### config.mk
export PLATFORM = sky130hd
export DESIGN_NAME = stoch_act_window_seq
export DESIGN_NICKNAME = d
export VERILOG_FILES = /design/src/rtl/stoch_nn_pkg.sv /design/src/rtl/stoch_ones_counter.sv /design/src/rtl/stoch_act_window_seq.sv
export SDC_FILE = /design/constraint.sdc
export NUM_CORES = 1
export LEC_CHECK = 0
export ABC_AREA = 1
export CAP_MARGIN = 20
export CORE_ASPECT_RATIO = 1.5
export CORE_MARGIN = 2
export CORE_UTILIZATION = 58
export DETAILED_ROUTE_END_ITERATION = 6
export PLACE_DENSITY_LB_ADDON = 0.1
export RECOVER_POWER = 100
export SLEW_MARGIN = 20
export SYNTH_ARGS = -nofsm -noshare
export SYNTH_HDL_FRONTEND = slang
export SYNTH_SLANG_ARGS = --single-unit
export TNS_END_PERCENT = 20
### constraint.sdc
create_clock -name CLK -period 4.2 [get_ports CLK]
set_clock_uncertainty 0.05 [all_clocks]
set_input_delay 1.05 -clock CLK [delete_from_list [all_inputs] [get_ports CLK]]
set_output_delay 1.05 -clock CLK [all_outputs]
set_load 0.01 [all_outputs]
### src/rtl/stoch_nn_pkg.sv
// Shared types for the stochastic activation window sequencer.
// State encoding and default widths.
package stoch_nn_pkg;

  localparam int DEF_WIN_W  = 10;
  localparam int DEF_WARM_W = 4;

  typedef enum logic [2:0] {
    IDLE  = 3'd0,
    PULSE = 3'd1,
    WARM  = 3'd2,
    ACC   = 3'd3,
    HOLD  = 3'd4
  } state_t;

endpackage

### src/rtl/stoch_ones_counter.sv
// Per-unit ones counter: sync clear (wins over enable), async reset.
// Ports: CLK, INIT_n, clr, en, count[W-1:0].
module stoch_ones_counter
  import stoch_nn_pkg::*;
#(
  parameter int W = DEF_WIN_W
) (
  input  logic         CLK,
  input  logic         INIT_n,
  input  logic         clr,
  input  logic         en,
  output logic [W-1:0] count
);

  always_ff @(posedge CLK or negedge INIT_n) begin
    if (!INIT_n) begin
      count <= '0;
    end else if (clr) begin
      count <= '0;
    end else if (en) begin
      count <= count + W'(1);
    end
  end

endmodule

### src/rtl/stoch_act_window_seq.sv
// Sequences one INIT/warm-up/accumulate window over a bank of
// stochastic activation units and hands counts out via valid/ready.
// Ports: CLK, INIT_n, start, abort, window_len, warmup_len, act_a,
//        act_init, stream_en, busy, count_out, out_valid, out_ready.
module stoch_act_window_seq
  import stoch_nn_pkg::*;
#(
  parameter int NUM_UNITS = 8,
  parameter int WIN_W     = DEF_WIN_W,
  parameter int WARM_W    = DEF_WARM_W
) (
  input  logic                       CLK,
  input  logic                       INIT_n,
  input  logic                       start,
  input  logic                       abort,
  input  logic [WIN_W-1:0]           window_len,
  input  logic [WARM_W-1:0]          warmup_len,
  input  logic [NUM_UNITS-1:0]       act_a,
  output logic                       act_init,
  output logic                       stream_en,
  output logic                       busy,
  output logic [NUM_UNITS*WIN_W-1:0] count_out,
  output logic                       out_valid,
  input  logic                       out_ready
);

  state_t              state;
  logic [WIN_W-1:0]    win_q;
  logic [WARM_W-1:0]   warm_q;
  logic [WIN_W-1:0]    acc_cnt;
  logic [WARM_W-1:0]   warm_cnt;
  logic                take;
  logic                kill;

  // Abort beats a simultaneous start; start only counts in IDLE or
  // at the HOLD handshake.
  assign kill = abort & (state != IDLE);
  assign take = start & ~abort &
                ((state == IDLE) | ((state == HOLD) & out_ready));

  always_ff @(posedge CLK or negedge INIT_n) begin
    if (!INIT_n) begin
      state    <= IDLE;
      win_q    <= '0;
      warm_q   <= '0;
      acc_cnt  <= '0;
      warm_cnt <= '0;
    end else if (kill) begin
      state    <= IDLE;
      acc_cnt  <= '0;
      warm_cnt <= '0;
    end else if (take) begin
      state    <= PULSE;
      win_q    <= window_len;
      warm_q   <= warmup_len;
      acc_cnt  <= '0;
      warm_cnt <= '0;
    end else begin
      unique case (state)
        PULSE: begin
          if (warm_q != '0)     state <= WARM;
          else if (win_q != '0) state <= ACC;
          else                  state <= HOLD;
        end
        WARM: begin
          if (warm_cnt == warm_q - WARM_W'(1))
            state <= (win_q != '0) ? ACC : HOLD;
          else
            warm_cnt <= warm_cnt + WARM_W'(1);
        end
        ACC: begin
          if (acc_cnt == win_q - WIN_W'(1))
            state <= HOLD;
          else
            acc_cnt <= acc_cnt + WIN_W'(1);
        end
        HOLD: begin
          if (out_ready) state <= IDLE;
        end
        default: state <= IDLE;
      endcase
    end
  end

  assign act_init  = (state == PULSE);
  assign stream_en = (state == WARM) | (state == ACC);
  assign busy      = (state != IDLE);
  assign out_valid = (state == HOLD);

  for (genvar i = 0; i < NUM_UNITS; i++) begin : g_cnt
    stoch_ones_counter #(
      .W(WIN_W)
    ) u_cnt (
      .CLK   (CLK),
      .INIT_n(INIT_n),
      .clr   (take | kill),
      .en    ((state == ACC) & act_a[i]),
      .count (count_out[i*WIN_W +: WIN_W])
    );
  end

endmodule

==> reports/results.md <==
- 0 — count of final max-slew check failures
- sky130_fd_sc_hd__clkbuf_16 — buffer type at the clock tree root
- 0 — Setup Viol. Count Final
- 492 nW/um^2 — Pwr Density
- sky130_fd_sc_hd__nand2_1, sky130_fd_sc_hd__inv_1, sky130_fd_sc_hd__dfrtp_1 — cell types with the highest counts after synthesis
- 0 — initial antenna violation count
- false — unrepaired setup endpoints after global routing
- 3 — number of H-tree levels
- 0 — number of max-cap violations
- input port — startpoint kind of the worst setup timing path
- 2 — maximum clock insertion buffer count
- 88.8 um — horizontal die dimension
- 58 — CP Max Fanout
- 0.35 ns — clock latency on the worst-skew pair
- 10500 um^2 — area of the core
- 323 — initial drt markers
- 111 — flops & latches, synth
- 0 — Post-synth EDFFs
- 816 — synthesized netlist cell count
- sky130_fd_sc_hd__dfrtp_1 — leading register cell type out of synthesis
- 46 — site row count
- 0.923 — RD Place Congestion
- 0 — leftover overflow at the end of global routing
- 1.00 — asr flop ratio synth
- 1058 — placed instance count
- 0 — Post CTS Setup Buffer Count
- 0.282 — GR Util All Layers
- 0 — count of hold buffers inserted by post-cts repair
- 0 — antenna-violating nets left
- 110 — count of port buffers added during placement
- 5888 — via count
- 14.6 um — average wire per standard cell
- 111 — Clock Sinks
- 0.444 — fraction of the yosys area taken by sequential cells
- 5948 — via count of the first global-routing pass
- 1 — number of cells on the worst hold path
- 39 — Netlist cell types
- 9 — TritonCTS Buffers
- 0.0476 — Slew HR
- sky130_fd_sc_hd__nand2_1 — dominant cell by count in the synthesized netlist
- 0.834 — final critical-path share of the clock period
- 0.281 mV — worst vdd ir
- 856 — final-layout fill cell count
- 7500 um^2 — total placed instance area
- 0 — number of warning messages in the yosys log
- 1074 — non-filler instance count after layout
- 7.67 um^2 — Post-Synthesis Mean Instance Area
- 15.7 mm — wire length after detailed routing
- 856 — net count after synthesis
- 12 — depth of the most critical reg-to-reg path
- 0.0548 — fraction of layout cells with a size suffix above 1
- 5 — number of iterations in the first detailed-routing pass
- 1.43 ns — Worst Max-Slew Pin Slew
- 3.67 ns — data arrival time at the worst-slack endpoint
- 0.594 — initial cell density of the core
- 4.36 ns — worst endpoint required time
- 111 — number of top-level pins
- 965 — post-layout net count
- 0 — antenna cell count
- 0 — final hold viol count
- 0.00365 uW — Pleak
- 59 — pin count of the biggest net entering global routing
- 7700 um^2 — final non-filler cell area
- 11.7 mm — detailed placer's ending HPWL
- flip-flop to flip-flop — type of the worst min-delay path
- 0.07 ns — clock slew at reported path FFs
- 131 um — die outline height
- 11700 um^2 — Die Outline Area
- sky130_fd_sc_hd__dfrtp_1 — Yosys top cell by area
- input port to flip-flop — Worst Setup Path Type
- yes — CTS tree
- 0 — CTS resizes
- 0.731 — end-of-flow core utilization
- finished clean — outcome
- 6260 um^2 — post-synth design cell area
- 5.48 — Avg Vias per Cell
- 0 ns — Fin Setup TNS
- flip-flop — crit end category
- 0 — number of DRC violations after detailed routing
- 3.50 ns — shortest clock period the worst path allows after layout
- 0.444 — top cell type's share of synthesized area
- 286 MHz — max frequency
- 26.3 mm — global-route wire length before repair
- 23.0% — area added between synthesis and finish
- sky130_fd_sc_hd__dfrtp_1, sky130_fd_sc_hd__nand2_1, sky130_fd_sc_hd__inv_1 — Area contributors post-synth
-- report_power, final --
group | switching [uW] | internal, uW
sequential | 174 | 1230
combinational | 965 | 526
clock | 409 | 486
-- kinds of logic after synthesis --
logic type,share of synthesized area
xor gates and xnor gates,0.0288
adders and majority gates,0.0260
AOI/OAI and AO/OA,0.125
and+or+nand+nor,0.286
buffers and inverters,0.0909
DFF,0.444
-- cell type report --
cell class | count | area (um^2) | area share
Multi-Input combinational cell | 561 | 2830 | 0.368
Sequential cell | 111 | 2780 | 0.361
Timing Repair Buffer | 113 | 1110 | 0.144
Inverter | 129 | 490 | 0.0637
Clock buffer | 11 | 243 | 0.0315
Tap cell | 144 | 180 | 0.0234
Clock inverter | 5 | 66.3 | 0.00861
-- per-stage QoR --
| stage | power (uW) | hold WS, ns | setup WS (ns) |
|---|---|---|---|
| global placement | 2920 | 0.401 | 0.849 |
| finish | 3790 | 0.418 | 0.698 |
| detailed placement | 2980 | 0.409 | 0.753 |
| global route | 4070 | 0.438 | 0.440 |
| CTS | 3880 | 0.421 | 1.10 |
| floorplan | 2500 | 0.403 | 1.88 |
-- flip-flops by register name, indices dropped and copies added, names as in the netlist --
name               count
warm_q                 4
win_q                 10
acc_cnt               10
warm_cnt               4
state                  3
g_cnt.u_cnt.count     80
-- critical path, cell delays in order --
cell,delay [ns]
sky130_fd_sc_hd__clkdlybuf4s50_1,0.45
sky130_fd_sc_hd__inv_1,0.04
sky130_fd_sc_hd__nor2_1,0.15
sky130_fd_sc_hd__nand3_2,0.16
sky130_fd_sc_hd__nand2_1,0.49
sky130_fd_sc_hd__inv_4,0.38
sky130_fd_sc_hd__nand2_1,0.25
sky130_fd_sc_hd__nand2_1,0.10
sky130_fd_sc_hd__inv_1,0.10
sky130_fd_sc_hd__nand2_1,0.08
sky130_fd_sc_hd__nor2_1,0.17
sky130_fd_sc_hd__and3_1,0.20
sky130_fd_sc_hd__nor3_2,0.04
-- placed cells by master (no fill, tap or decap), types with 13 or more instances in the layout --
cell type	instances
sky130_fd_sc_hd__nor2_1	69
sky130_fd_sc_hd__o21ai_0	61
sky130_fd_sc_hd__ha_1	13
sky130_fd_sc_hd__nand2_1	182
sky130_fd_sc_hd__inv_1	118
sky130_fd_sc_hd__a21oi_1	57
sky130_fd_sc_hd__nor3_1	47
sky130_fd_sc_hd__clkdlybuf4s50_1	26
sky130_fd_sc_hd__dlygate4sd3_1	83
sky130_fd_sc_hd__dfrtp_1	111
sky130_fd_sc_hd__nand3_1	47
-- final timing paths --
check,from,endpoint,slack (ns)
worst min-delay path,g_cnt[5].u_cnt.count[9],g_cnt[5].u_cnt.count[9],0.42
min in group asynchronous,INIT_n,win_q[7],0.96
max in group asynchronous,INIT_n,acc_cnt[8],1.08
worst min register to register,g_cnt[5].u_cnt.count[9],g_cnt[5].u_cnt.count[9],0.42
worst max-delay path,start,g_cnt[4].u_cnt.count[9],0.70
worst max register to register,state[0],g_cnt[4].u_cnt.count[9],1.38
-- layer usage --
layer	routed length, um	part of all wire	GRT usage
met5	0	0	0
met4	672	0.043	0.136
met3	718	0.046	0.0634
met2	8170	0.52	0.478
met1	6120	0.39	0.327
Power figures use the tool's default switching activity.
